## src/rtl/sprite_arb_pkg.sv

```systemverilog
// sprite_arb_pkg: shared types and default widths for the sprite ROM arbiter.
package sprite_arb_pkg;

   localparam int SPR_ADDR_W = 19;
   localparam int SPR_DATA_W = 4;
   localparam int MAX_REQ    = 8;   // requester indices are carried in 3 bits

   typedef enum logic {
      ARB_IDLE = 1'b0,
      ARB_OWN  = 1'b1
   } arb_state_e;

   typedef struct packed {
      logic       vld;
      logic [2:0] idx;
   } tag_t;

   // Next requester index, wrapping n-1 back to 0.
   function automatic logic [2:0] idx_inc(input logic [2:0] i, input int n);
      return (int'(i) == n - 1) ? 3'd0 : i + 3'd1;
   endfunction

endpackage

```

## src/rtl/sprite_rom_arbiter_rr_picker.sv

```systemverilog
// rr_picker: combinational rotate-priority search. Returns the first set
// request at or after 'start', wrapping past N_REQ-1 to 0.
module rr_picker
   import sprite_arb_pkg::*;
#(
   parameter int N_REQ = 4
)(
   input  logic [N_REQ-1:0] req,
   input  logic [2:0]       start,
   output logic             found,
   output logic [2:0]       idx
);

   logic [MAX_REQ-1:0] req_w;
   logic [3:0]         pos;

   // Scan from the farthest rotated slot down to start so the nearest hit is written last.
   always_comb begin
      req_w            = '0;
      req_w[N_REQ-1:0] = req;
      found            = 1'b0;
      idx              = '0;
      pos              = '0;
      for (int k = N_REQ - 1; k >= 0; k--) begin
         pos = 4'(start) + 4'(k);
         if (pos >= 4'(N_REQ)) pos = pos - 4'(N_REQ);
         if (req_w[pos[2:0]]) begin
            found = 1'b1;
            idx   = pos[2:0];
         end
      end
   end

endmodule

```

## src/rtl/sprite_rom_arbiter.sv

```systemverilog
// sprite_rom_arbiter: round-robin burst arbiter sharing one registered-read
// sprite ROM between drawing requesters, with latency-aligned response strobes.
// Optional: SPRITE_ARB_PRIO0_EN makes requester 0 (overlay) preempt other owners.
module sprite_rom_arbiter
   import sprite_arb_pkg::*;
#(
   parameter int N_REQ     = 4,
   parameter int ADDR_W    = SPR_ADDR_W,
   parameter int DATA_W    = SPR_DATA_W,
   parameter int ROM_LAT   = 1,
   parameter int BURST_LEN = 8
)(
   input  logic                         Clk,
   input  logic                         Reset_n,
   input  logic [N_REQ-1:0]             req_valid,
   input  logic [N_REQ-1:0][ADDR_W-1:0] req_addr,
   output logic [N_REQ-1:0]             req_ready,
   output logic [ADDR_W-1:0]            rom_addr,
   input  logic [DATA_W-1:0]            rom_data,
   output logic [N_REQ-1:0]             rsp_valid,
   output logic [DATA_W-1:0]            rsp_data,
   output logic                         busy
);

   arb_state_e        state_q, state_d;
   logic [2:0]        owner_q, owner_d;
   logic [2:0]        rr_q, rr_d;
   logic [4:0]        beats_q, beats_d;
   logic [ADDR_W-1:0] rom_addr_q;
   tag_t              tag_q [ROM_LAT];

   logic              pick_found, win_found;
   logic [2:0]        pick_idx, win_idx;
   logic              own_valid, grant, burst_end;
   logic [2:0]        gnt_idx;
   logic [ADDR_W-1:0] sel_addr;

   rr_picker #(.N_REQ(N_REQ)) u_pick (
      .req   (req_valid),
      .start (rr_q),
      .found (pick_found),
      .idx   (pick_idx)
   );

   // Per-index selects: owner's valid and the granted requester's address.
   always_comb begin
      own_valid = 1'b0;
      sel_addr  = '0;
      for (int i = 0; i < N_REQ; i++) begin
         if (owner_q == 3'(i)) own_valid = req_valid[i];
         if (gnt_idx == 3'(i)) sel_addr  = req_addr[i];
      end
   end

   // Next-state, grant and round-robin pointer update.
   always_comb begin
      state_d   = state_q;
      owner_d   = owner_q;
      beats_d   = beats_q;
      rr_d      = rr_q;
      grant     = 1'b0;
      gnt_idx   = owner_q;
      burst_end = 1'b0;
      win_found = pick_found;
      win_idx   = pick_idx;
`ifdef SPRITE_ARB_PRIO0_EN
      if (req_valid[0]) begin
         win_found = 1'b1;
         win_idx   = 3'd0;
      end
`endif
      unique case (state_q)
         ARB_IDLE: begin
            if (win_found) begin
               grant     = 1'b1;
               gnt_idx   = win_idx;
               owner_d   = win_idx;
               beats_d   = 5'd1;
               state_d   = ARB_OWN;
               burst_end = (BURST_LEN == 1);
            end
         end
         ARB_OWN: begin
            if (!own_valid) begin
               burst_end = 1'b1;
            end else begin
               grant     = 1'b1;
               beats_d   = beats_q + 5'd1;
               burst_end = (beats_d >= 5'(BURST_LEN));
            end
         end
         default: ;
      endcase
      if (burst_end) begin
         state_d = ARB_IDLE;
         rr_d    = idx_inc(owner_d, N_REQ);
`ifdef SPRITE_ARB_PRIO0_EN
         // Overlay bursts are out of band: keep the pointer where a preempted owner parked it.
         if (owner_d == 3'd0) rr_d = rr_q;
`endif
      end
`ifdef SPRITE_ARB_PRIO0_EN
      else if (state_q == ARB_OWN && grant && owner_q != 3'd0 && req_valid[0]) begin
         // Current beat completes; hand the port to 0 and let the victim win right after.
         state_d = ARB_IDLE;
         rr_d    = owner_q;
      end
`endif
      // Nothing may be accepted while reset is held, even if requesters stay valid.
      if (!Reset_n) grant = 1'b0;
   end

   // Arbitration state, held ROM address and response tag pipeline.
   always_ff @(posedge Clk or negedge Reset_n) begin
      if (!Reset_n) begin
         state_q    <= ARB_IDLE;
         owner_q    <= '0;
         rr_q       <= '0;
         beats_q    <= '0;
         rom_addr_q <= '0;
         for (int i = 0; i < ROM_LAT; i++) tag_q[i] <= '0;
      end else begin
         state_q <= state_d;
         owner_q <= owner_d;
         rr_q    <= rr_d;
         beats_q <= beats_d;
         if (grant) rom_addr_q <= sel_addr;
         tag_q[0] <= '{vld: grant, idx: gnt_idx};
         for (int i = 1; i < ROM_LAT; i++) tag_q[i] <= tag_q[i-1];
      end
   end

   // One-hot ready/response decode and busy reduction.
   always_comb begin
      req_ready = '0;
      rsp_valid = '0;
      for (int i = 0; i < N_REQ; i++) begin
         req_ready[i] = grant && (gnt_idx == 3'(i));
         rsp_valid[i] = tag_q[ROM_LAT-1].vld && (tag_q[ROM_LAT-1].idx == 3'(i));
      end
      busy = (state_q == ARB_OWN);
      for (int i = 0; i < ROM_LAT; i++) busy = busy | tag_q[i].vld;
   end

   assign rom_addr = grant ? sel_addr : rom_addr_q;
   assign rsp_data = rom_data;

endmodule

```

## config.mk

```make
export PLATFORM = sky130hd
export DESIGN_NAME = sprite_rom_arbiter
export DESIGN_NICKNAME = d
export VERILOG_FILES = /design/src/rtl/sprite_arb_pkg.sv /design/src/rtl/sprite_rom_arbiter_rr_picker.sv /design/src/rtl/sprite_rom_arbiter.sv
export SDC_FILE = /design/constraint.sdc
export NUM_CORES = 1
export LEC_CHECK = 0
export CORE_UTILIZATION = 50
export DETAILED_ROUTE_END_ITERATION = 6
export DONT_BUFFER_PORTS = 1
export RECOVER_POWER = 100
export SETUP_SLACK_MARGIN = 0.15
export SYNTH_ARGS = -nofsm -noshare
export SYNTH_HDL_FRONTEND = slang
export SYNTH_HIERARCHICAL = 1
export SYNTH_SLANG_ARGS = --single-unit
```

## constraint.sdc

```tcl
create_clock -name Clk -period 12.3 [get_ports Clk]
set_input_delay 1.845 -clock Clk [delete_from_list [all_inputs] [get_ports Clk]]
set_output_delay 1.845 -clock Clk [all_outputs]
set_load 0.02 [all_outputs]
```

==> results of run 1 <==
-- state kept, by name, indices dropped and copies added, names as in the netlist --
name and flops:
state_q 1, beats_q 5, rr_q 3, rom_addr_q 19, tag_q 4
-- final cells by class --
cell class / instances / area [sq um]
repair buffers: 2 / 7.507
multi-input cells: 167 / 1351
fillers: 445 / 2248
well taps: 67 / 83.83
flip-flops and latches: 32 / 800.8
inverters: 33 / 123.9
clock buffers: 6 / 72.57
clock inverters: 2 / 35.03
-- placed cells by master (no fill, tap or decap), types with 2 or more instances in the layout --
master / n
nand2_1: 4
mux2_2: 4
mux2_1: 22
dfrtp_1: 32
inv_1: 33
nor2_1: 8
o21ai_0: 5
nand4_1: 2
nand3_1: 2
mux4_2: 2
a2111oi_0: 19
o21bai_1: 2
a21oi_1: 2
o211ai_1: 2
nand2b_1: 4
clkbuf_1: 3
or2_2: 3
mux2i_1: 6
clkbuf_8: 5
nor3_1: 23
o22ai_1: 2
ha_1: 8
nor2b_1: 5
a221oi_1: 20
xnor2_1: 2
-- cell families after synthesis --
| kind of cell | Yosys count | synth area share (%) |
|---|---|---|
| simple gates | 59 | 13.17 |
| fa+ha+maj | 8 | 4.099 |
| flops | 32 | 32.79 |
| buf+inv | 59 | 11.78 |
| mux | 34 | 16.29 |
| other cells | 1 | 0.1535 |
| xor+xnor | 2 | 0.7173 |
| compound gates | 63 | 21.00 |
-- metrics by stage --
stage / hold WS, ns / setup WS (ns)
after global routing: 0.6126 / 4.156
final: 0.5498 / 4.449
after CTS: 0.5599 / 4.737
after floorplan: 0.5088 / 5.443
after detailed placement: 0.5454 / 4.763
after global placement: 0.5361 / 4.733
-- metal layers --
metal	up-vias	GRT usage (%)	share of wire, %
met5	-	0	0
met1	925	27.54	44
met4	0	4.357	0.40
met2	68	35.32	50
met3	2	5.694	5.9
li1	919	-	-
-- where the power goes --
part | internal [mW] | leakage (nW) | total, mW | switching [mW]
Combinational | 0.221 | 0.603 | 0.616 | 0.396
Clock | 0.0601 | 0.0552 | 0.0987 | 0.0386
Sequential | 0.147 | 0.409 | 0.178 | 0.0312
Total | 0.428 | 1.07 | 0.893 | 0.465
-- synth_stat cells (2+ instances only) --
library cell,instances,area (sq um)
nor2b_1,4,25.02
nor3_1,23,115.1
buf_6,5,56.30
buf_2,3,15.01
o211ai_1,2,15.01
inv_1,32,120.1
nor2_1,8,30.03
xnor2_1,2,17.52
nand4_1,2,12.51
or2_2,3,18.77
a2111oi_0,19,166.4
a21oi_1,2,10.01
a221oi_1,20,175.2
o21bai_1,2,15.01
nand2b_1,4,25.02
mux2_1,17,191.4
nand3_1,2,10.01
mux4_2,2,45.04
o22ai_1,2,12.51
clkbuf_1,10,37.54
dfrtp_1,32,800.8
buf_4,6,45.04
mux2i_1,6,60.06
o21ai_0,5,25.02
ha_1,8,100.1
clkbuf_2,2,10.01
mux2_2,9,101.4
nand2_1,4,15.01
-- worst max path at each step --
stage                             from           end  slack [ns]  cells past startpoint
after floorplan           req_valid[0]  rom_addr[11]        5.44                     13
after global placement    req_valid[0]  rom_addr[12]        4.73                     11
after detailed placement  req_valid[0]  rom_addr[12]        4.76                     11
after CTS                 req_valid[0]  rom_addr[12]        4.74                     11
after global routing      req_valid[0]  rom_addr[12]        4.16                     11
final                     req_valid[0]  rom_addr[12]        4.45                     11
==> results by group, run 1 <==
Setup path
  – Worst path cell trace: mux4_2 -> a21boi_0 -> or4b_1 -> nor2b_1 -> mux2_1 -> ha_1 -> nor2b_1 -> clkbuf_1 -> a221oi_1 -> a2111oi_0 -> mux2_1
  – CP startpoint kind: input pin
  – Crit-path max FO: 21
  – Kind of end point of the critical path: output pin
  – Worst path bufs/invs: 1
  – R2r worst-path depth: 13
  – Crit path max-delay family: simple AND/OR/NAND/NOR gates
  – CP max stage delay: 0.62 ns
  – Reg-to-reg critical path endpoint: rom_addr_q[12]
  – Slowest stage cell, crit path: nor2b_1
  – R2r startpoint: rr_q[0]
  – Flop2flop setup slack: 6.76 ns
  – Critical Path AT: 6.01 ns
  – Path type of the worst setup path: in -> out
  – Critical Path RT: 10.45 ns

Route
  – Initial DRC count: 83
  – DRC Markers: 0
  – DR vias: 1914
  – Wirelength per Cell: 17.65 um
  – DR vias/cell: 6.194
  – Pre-antenna DRT Iters: 7
  – Post-DRT Antenna Nets: 0
  – Final wirelength: 5.453 mm

Timing
  – Max-slew headroom: -7.168%
  – Fmax achieved: 127.4 MHz
  – Setup tns final: 0 ns
  – Min cycle time layout: 7.851 ns
  – Final slew viol count: 42
  – Clock Skews: 0.004276 ns
  – Final hold vios: 0
  – Slew @ Worst Pin: 1.608 ns
  – Fin crit share: 63.83%
  – RSZ-0062 raised after global routing: no
  – Final setup vio count: 0

Cells and area
  – # nets final: 335
  – Final non-filler cell total: 309
  – Area grow syn2layout: 1.332%
  – Fin area: 2475 sq um
  – Layout Utilization: 52.40%
  – Ant diodes: 0
  – Share of layout cells above drive strength 1: 7.438%

Clock network
  – Total CTS buffers: 5
  – TritonCTS clock tree: yes
  – Htree depth: 2
  – CTS clk-pin slew, worst paths: 0.06 ns
  – Hold-fix buffers, CTS: 0
  – Clock sinks: 32
  – CTS max path bufs: 2
  – Clock Latency Late Sink: 0.28 ns
  – Post-CTS setup buffer count: 0
  – Clk root buf: clkbuf_8
  – Cts repair resizes: 0

Synthesis
  – Main synth FF type: dfrtp_1
  – Syn_area_per_cell: 9.466 sq um
  – YS warnings: 6
  – Post-synthesis register bit count: 32
  – Mapped Area: 2442 sq um
  – Post-synthesis async set-or-reset flop share: 100.0%
  – Sequential fraction of the synthesis area: 32.79%
  – Cells after synthesis: 258
  – Yosys cell types: 50
  – Mapped Nets: 352
  – Post-synth EDFFs: 0

Global route
  – Largest net degree at the start of global routing: 42
  – Antenna violations before repair: 0
  – GRT overflow: 0
  – Vias in the first global route: 1758
  – First-pass GRT wire length: 8.431 mm
  – Total GRT Usage: 21.06%

Floorplan
  – # rows: 25
  – Core area: 4723 sq um
  – Io pins: 118
  – Die height: 71.89 um
  – Full die area: 5168 sq um
  – Initial core utilization: 51.71%
  – Die X-Extent: 71.89 um

Power
  – Total Power: 0.8934 mW
  – Lkg Pwr: 1.066 nW
  – Peak VDD IR: 0.0001720 V
  – P per Cell Area: 361.0 nW/um^2

Min path
  – Min-Delay Path Depth: 1
  – Hold wc startpoint: rr_q[2]
  – Hold WC Path Type: reg -> reg
  – Hold path endpoint: rr_q[2]

Place
  – DP Area: 2377 sq um
  – DP HPWL: 3.972 mm
  – GP Congestion: 0.7894
  – Buffers on Ports: 0
  – Placed instance count: 301

Outcome
  – Status: complete, but fails checks
  – Failing checks: capacitance limit, slew limit

Job
  – MaxCap Viol Count: 1
Note: power is estimated with default switching activity, not from simulation.
==> run 2: changes to the inputs <==
clock period = 8.1 ns   (was 12.3 ns; I/O delays follow)
==> run 2 against run 1 <==
Net effect:
- the flow still finishes with violations (capacitance limit, slew limit)
- cell count unchanged
- non-clock buffer count unchanged
- routed wire length up 0.99%
- count of clock-buffer cells in the layout up 1
- highest routed layer unchanged
==> results by group, run 2 (synthesized netlist as in run 1, its figures left out) <==
Timing
  – Final slew viol count: 42 (unchanged)
  – Fin crit share: 85.31%
  – Fmax achieved: 144.7 MHz
  – Final setup vio count: 0 (unchanged)
  – RSZ-0062 raised after global routing: no (unchanged)
  – Max-slew headroom: -4.398% (was -7.168%)
  – Setup tns final: 0 ns (unchanged)
  – Min cycle time layout: 6.910 ns
  – Clock Skews: 0.006008 ns (was 0.004276 ns)
  – Slew @ Worst Pin: 1.566 ns (was 1.608 ns)
  – Final hold vios: 0 (unchanged)

Power
  – Clock power frac: 9.7% (was 11.1%)
  – P per Cell Area: 543.1 nW/um^2 (was 361.0 nW/um^2)
  – P_sw: 0.7094 mW (was 0.4655 mW)
  – Sequential share of power: 20.3% (was 19.9%)
  – Switching Fraction: 53.08% (was 52.10%)
  – Combinational power share: 70.0% (was 69.0%)
  – Lkg Pwr: 1.056 nW (was 1.066 nW)
  – Pint: 0.6272 mW (was 0.4279 mW)
  – Peak VDD IR: 0.0002463 V (was 0.0001720 V)

Clock network
  – CTS clk-pin slew, worst paths: 0.07 ns (was 0.06 ns)
  – Htree depth: 2 (unchanged)
  – CTS max path bufs: 2 (unchanged)
  – Hold-fix buffers, CTS: 0 (unchanged)
  – Clock Latency Late Sink: 0.29 ns (was 0.28 ns)
  – Post-CTS setup buffer count: 0 (unchanged)
  – Clock sinks: 32 (unchanged)
  – Cts repair resizes: 0 (unchanged)
  – Total CTS buffers: 5 (unchanged)
  – Clk root buf: clkbuf_8 (unchanged)
  – TritonCTS clock tree: yes (unchanged)

Floorplan
  – Die height: 71.89 um (unchanged)
  – Initial core utilization: 51.71% (unchanged)
  – Core area: 4723 sq um (unchanged)
  – Full die area: 5168 sq um (unchanged)
  – Die X-Extent: 71.89 um (unchanged)
  – Io pins: 118 (unchanged)
  – # rows: 25 (unchanged)

Setup path
  – Worst path cell trace: inv_1 -> ha_1 -> mux4_2 -> a21boi_0 -> or4b_1 -> nor2b_1 -> mux2_1 -> ha_1 -> nor2b_1 -> clkbuf_1 -> a221oi_1 -> a2111oi_0 -> mux2_1 (was mux4_2 -> a21boi_0 -> or4b_1 -> nor2b_1 -> mux2_1 -> ha_1 -> nor2b_1 -> clkbuf_1 -> a221oi_1 -> a2111oi_0 -> mux2_1)
  – CP max stage delay: 0.64 ns (was 0.62 ns)
  – Critical Path RT: 6.88 ns (was 10.45 ns)
  – Reg-to-reg critical path endpoint: rom_addr_q[12] (unchanged)
  – Kind of end point of the critical path: output pin (unchanged)
  – Crit-path max FO: 21 (unchanged)
  – Critical path capture point: rom_addr[12] (unchanged)
  – Critical path startpoint: rr_q[0] (was req_valid[0])
  – Flop2flop setup slack: 2.59 ns (was 6.76 ns)
  – R2r startpoint: rr_q[0] (unchanged)
  – Slowest stage cell, crit path: nor2b_1 (unchanged)
  – R2r worst-path depth: 13 (unchanged)
  – Path type of the worst setup path: reg -> out (was in -> out)
  – Critical Path AT: 5.70 ns (was 6.01 ns)
  – CP startpoint kind: flop (was input pin)

Outcome
  – Failing checks: capacitance limit, slew limit (unchanged)
  – Status: complete, but fails checks (unchanged)

Route
  – Post-DRT Antenna Nets: 0 (unchanged)
  – Final wirelength: 5.507 mm (was 5.453 mm)
  – Post-Route M1 WL: 2.290 mm (was 2.375 mm)
  – Initial DRC count: 115 (was 83)
  – Top layer used by detailed routing: met4 (unchanged)
  – Met2 routed WL: 2.784 mm (was 2.731 mm)
  – DR vias/cell: 6.333 (was 6.194)
  – Wirelength per Cell: 17.82 um (was 17.65 um)
  – DR vias: 1957 (was 1914)
  – DRC Markers: 0 (unchanged)
  – Met3 WL post-DR: 402 um (was 324 um)
  – Pre-antenna DRT Iters: 4 (was 7)

Min path
  – Min-Delay Path Depth: 1 (unchanged)
  – Hold WC Path Type: reg -> reg (unchanged)

Cells and area
  – Final non-filler cell total: 309 (unchanged)
  – Biggest regs: rom_addr_q (19), beats_q (5), tag_q (4) (unchanged)
  – Most flops, register: rom_addr_q (unchanged)
  – Max reg flops: 19 (unchanged)
  – Most common cell after layout, fill and taps aside: inv_1 (unchanged)
  – Area grow syn2layout: 0.7684% (was 1.332%)
  – # nets final: 335 (unchanged)
  – Ant diodes: 0 (unchanged)
  – Commonest cells after routing, fill and taps aside: inv_1 (33), dfrtp_1 (32), nor3_1 (23), mux2_1 (22), a221oi_1 (20) (unchanged)
  – Share of layout cells above drive strength 1: 7.438% (unchanged)

Global route
  – Antenna violations before repair: 0 (unchanged)
  – First-pass GRT wire length: 8.500 mm (was 8.431 mm)
  – Largest net degree at the start of global routing: 42 (unchanged)
  – GRT overflow: 0 (unchanged)
  – Total GRT Usage: 21.34% (was 21.06%)
  – Vias in the first global route: 1825 (was 1758)

Place
  – Buffers on Ports: 0 (unchanged)
  – Placed instance count: 301 (unchanged)
  – GP Congestion: 0.8289 (was 0.7894)
  – DP HPWL: 3.977 mm (was 3.972 mm)

Job
  – MaxCap Viol Count: 1 (unchanged)
## run 2: worst min-delay path by stage
stage	startpoint	to	slack [ns]
final	rr_q[2]	rr_q[2]	0.56
after CTS	rr_q[2]	rr_q[2]	0.57
after detailed placement	rr_q[2]	rr_q[2]	0.55
after global routing	Reset_n	beats_q[3]	0.60
after global placement	rr_q[2]	rr_q[2]	0.54
after floorplan	rr_q[2]	rr_q[2]	0.51
## run 2: critical path: cells and delay by family (launching register included)
family	cells	cell delay, ns
compound gates	3	0.66
buf+inv	2	0.55
mux	3	1.26
simple gates	3	1.42
fa+ha+maj	2	0.91
flops	1	0.60
## run 2: cell type report
| cell class | instances | area (sq um) |
|---|---|---|
| multi-input cells | 167 | 1351 |
| flip-flops and latches | 32 | 800.8 |
| inverters | 33 | 123.9 |
| clock buffers | 7 | 86.33 |
| repair buffers | 2 | 7.507 |
| fillers | 447 | 2262 |
| clock inverters | 1 | 7.507 |
| well taps | 67 | 83.83 |
## run 2: power by group through the flow
stage,combinational (mW),clock (mW),sequential (mW)
floorplan,0.860,0,0.247
global placement,0.949,0,0.273
detailed placement,0.960,0,0.274
CTS,0.962,0.133,0.271
global route,1.04,0.140,0.280
finish,0.936,0.130,0.271
## run 2: layer usage
| layer | global-route usage [%] | vias up |
|---|---|---|
| met5 | 0 | - |
| met2 | 36.90 | 84 |
| met3 | 5.833 | 4 |
| met4 | 7.407 | 0 |
| li1 | - | 915 |
| met1 | 25.67 | 954 |
## run 2: per-stage QoR
| stage | setup slack (ns) | instance area, sq um | power [mW] | util, % | hold slack (ns) |
|---|---|---|---|---|---|
| 6_report | 1.190 | 2461 | 1.337 | 52.11 | 0.5560 |
| 5_1_grt | 0.7451 | 2461 | 1.459 | 52.11 | 0.5975 |
| 4_1_cts | 1.432 | 2471 | 1.366 | 52.32 | 0.5675 |
| 3_5_place_dp | 1.732 | 2377 | 1.234 | 50.33 | 0.5529 |
| 3_3_place_gp | 1.810 | 2377 | 1.222 | 50.33 | 0.5427 |
| 2_1_floorplan | 2.503 | 2442 | 1.107 | - | 0.5088 |
==> run 3: changes to the inputs <==
CORE_UTILIZATION = 45   (was 50)
==> run 3 against run 2 <==
Net effect:
- the flow now finishes without violations
- sequential share of layout area fell by 0.28 points
- setup slack improved by 0.057 ns
- non-clock buffer count did not move
- power rose by 2.6%
- flip-flop and latch count did not move
- utilization fell by 4.1 points
- fmax rose by 0.83%
- sequential power barely moved
- hold slack improved by 0.0077 ns
- critical path type unchanged
- highest routed layer unchanged
==> results by group, run 3 (synthesized netlist as in run 1, its figures left out) <==
Outcome
  – Status: completed (was complete, but fails checks)

Setup path
  – Critical path startpoint: rr_q[0] (unchanged)
  – Critical Path AT: 5.64 ns (was 5.70 ns)
  – Crit-path max FO: 21 (unchanged)
  – Flop2flop setup slack: 2.64 ns (was 2.59 ns)
  – Critical Path RT: 6.88 ns (about the same)
  – CP startpoint kind: flop (unchanged)
  – Path type of the worst setup path: reg -> out (unchanged)
  – R2r startpoint: rr_q[0] (unchanged)
  – Kind of end point of the critical path: output pin (unchanged)

Route
  – Pre-antenna DRT Iters: 4 (unchanged)
  – DR vias/cell: 6.160 (was 6.333)
  – Initial DRC count: 96 (was 115)
  – DRC Markers: 0 (unchanged)
  – DR vias: 1922 (was 1957)
  – Post-DRT Antenna Nets: 0 (unchanged)
  – Final wirelength: 5.770 mm (was 5.507 mm)
  – Wirelength per Cell: 18.49 um (was 17.82 um)

Global route
  – GRT overflow: 0 (unchanged)
  – Total GRT Usage: 20.45% (was 21.34%)
  – First-pass GRT wire length: 8.542 mm (was 8.500 mm)
  – Antenna violations before repair: 0 (unchanged)
  – Largest net degree at the start of global routing: 43 (was 42)
  – Vias in the first global route: 1755 (was 1825)

Cells and area
  – Fillers: 496 (was 447)
  – Biggest regs: rom_addr_q (19), beats_q (5), tag_q (4) (unchanged)
  – Share of layout cells above drive strength 1: 7.851% (was 7.438%)
  – Most flops, register: rom_addr_q (unchanged)
  – Most common cell after layout, fill and taps aside: inv_1 (unchanged)
  – # nets final: 335 (unchanged)
  – Ant diodes: 0 (unchanged)
  – Area grow syn2layout: 1.639% (was 0.7684%)
  – Max reg flops: 19 (unchanged)
  – Commonest cells after routing, fill and taps aside: inv_1 (33), dfrtp_1 (32), nor3_1 (23), mux2_1 (22), a221oi_1 (20) (unchanged)

Power
  – Combinational power share: 69.0% (was 70.0%)
  – Pint: 0.6523 mW (was 0.6272 mW)
  – Lkg Pwr: 1.070 nW (was 1.056 nW)
  – Sequential share of power: 19.9% (was 20.3%)
  – Peak VDD IR: 0.0002485 V (was 0.0002463 V)
  – Clock power frac: 11.1% (was 9.7%)
  – Switching Fraction: 52.44% (was 53.08%)
  – P per Cell Area: 552.5 nW/um^2 (was 543.1 nW/um^2)
  – P_sw: 0.7193 mW (was 0.7094 mW)

Timing
  – Final slew viol count: 0 (was 42)
  – Slew @ Worst Pin: 0.9487 ns (was 1.566 ns)
  – Final hold vios: 0 (unchanged)
  – Clock Skews: 0.005724 ns (was 0.006008 ns)
  – Setup tns final: 0 ns (unchanged)
  – Fin crit share: 84.61% (was 85.31%)
  – Fmax achieved: 145.9 MHz (was 144.7 MHz)
  – Final setup margin: 1.246 ns (was 1.190 ns)
  – Max-slew headroom: 36.75% (was -4.398%)
  – RSZ-0062 raised after global routing: no (unchanged)
  – Final setup vio count: 0 (unchanged)
  – Min cycle time layout: 6.854 ns (was 6.910 ns)

Clock network
  – Post-CTS setup buffer count: 0 (unchanged)
  – CTS max path bufs: 2 (unchanged)
  – CTS clk-pin slew, worst paths: 0.06 ns (was 0.07 ns)
  – Clock Latency Late Sink: 0.28 ns (was 0.29 ns)
  – Total CTS buffers: 5 (unchanged)
  – Hold-fix buffers, CTS: 0 (unchanged)
  – Cts repair resizes: 0 (unchanged)
  – Clk root buf: clkbuf_8 (unchanged)
  – Clock sinks: 32 (unchanged)
  – Htree depth: 2 (unchanged)
  – TritonCTS clock tree: yes (unchanged)

Min path
  – Hold WC Path Type: reg -> reg (unchanged)
  – Hold wc startpoint: rr_q[2] (unchanged)

Floorplan
  – Io pins: 118 (unchanged)
  – Full die area: 5726 sq um (was 5168 sq um)
  – # rows: 26 (was 25)
  – Die X-Extent: 75.67 um (was 71.89 um)
  – Initial core utilization: 47.22% (was 51.71%)
  – Core area: 5172 sq um (was 4723 sq um)
  – Die height: 75.67 um (was 71.89 um)

Place
  – Buffers on Ports: 0 (unchanged)
  – DP HPWL: 4.046 mm (was 3.977 mm)
  – GP Congestion: 0.8314 (was 0.8289)
  – Place WS: 2.128 ns (was 1.732 ns)

Job
  – MaxCap Viol Count: 0 (was 1)
## run 3: changes by cell type in the layout (fill, tap and decap cells not counted)
cell / delta
clkbuf_8: -1
clkbuf_1: -1
clkinvlp_4: -1
buf_4: +1
clkinv_2: +1
bufinv_16: +1
## run 3: routing by layer
| layer | up-vias | track usage [%] | wire length [um] |
|---|---|---|---|
| li1 | 920 | - | - |
| met1 | 919 | 25.81 | 2477 |
| met2 | 75 | 34.82 | 2866 |
| met3 | 8 | 5.291 | 358 |
| met4 | 0 | 5.556 | 68 |
| met5 | - | 0 | 0 |
## run 3: power by group through the flow
stage / Combinational, mW / Sequential [mW] / Clock (mW)
after floorplan: 0.860 / 0.247 / 0
after detailed placement: 0.962 / 0.275 / 0
final: 0.947 / 0.273 / 0.152
after CTS: 0.963 / 0.272 / 0.158
after global routing: 1.05 / 0.281 / 0.164
after global placement: 0.949 / 0.274 / 0
## run 3: cell type report
type | instances | area, sq um | share of cell area, %
clock buffers | 6 | 72.57 | 2.923
clock inverters | 2 | 35.03 | 1.411
inverters | 33 | 123.9 | 4.990
multi-input cells | 167 | 1351 | 54.44
flip-flops and latches | 32 | 800.8 | 32.26
well taps | 70 | 87.58 | 3.528
repair buffers | 2 | 11.26 | 0.4536
## run 3: worst paths after layout
| path | end | cells after the start |
|---|---|---|
| worst min register to register | rr_q[2] | 1 |
| worst max-delay path | rom_addr[0] | 13 |
| worst max register to register | rom_addr_q[0] | 13 |
| worst min-delay path | rr_q[2] | 1 |
| max in group asynchronous | rr_q[1] | 0 |
| min in group asynchronous | rom_addr_q[3] | 0 |
## run 3: critical path: stages (launching register included)
cell	delay (ns)
dfrtp_1	0.63
inv_1	0.14
ha_1	0.42
mux4_2	0.51
a21boi_0	0.15
or4b_1	0.56
nor2b_1	0.22
mux2_1	0.41
ha_1	0.49
nor2b_1	0.20
clkbuf_1	0.65
a221oi_1	0.17
a2111oi_0	0.44
mux2_1	0.36
## run 3: through the flow
stage               area, sq um  util [%]  power [mW]  hold WS, ns  instances
global route               2482     47.99       1.497       0.5809        312
floorplan                  2442         -       1.107       0.5088        258
detailed placement         2381     46.03       1.237       0.5461        304
finish                     2482     47.99       1.372       0.5637        312
global placement           2381     46.03       1.223       0.5483        304
CTS                        2489     48.11       1.393       0.5611        312
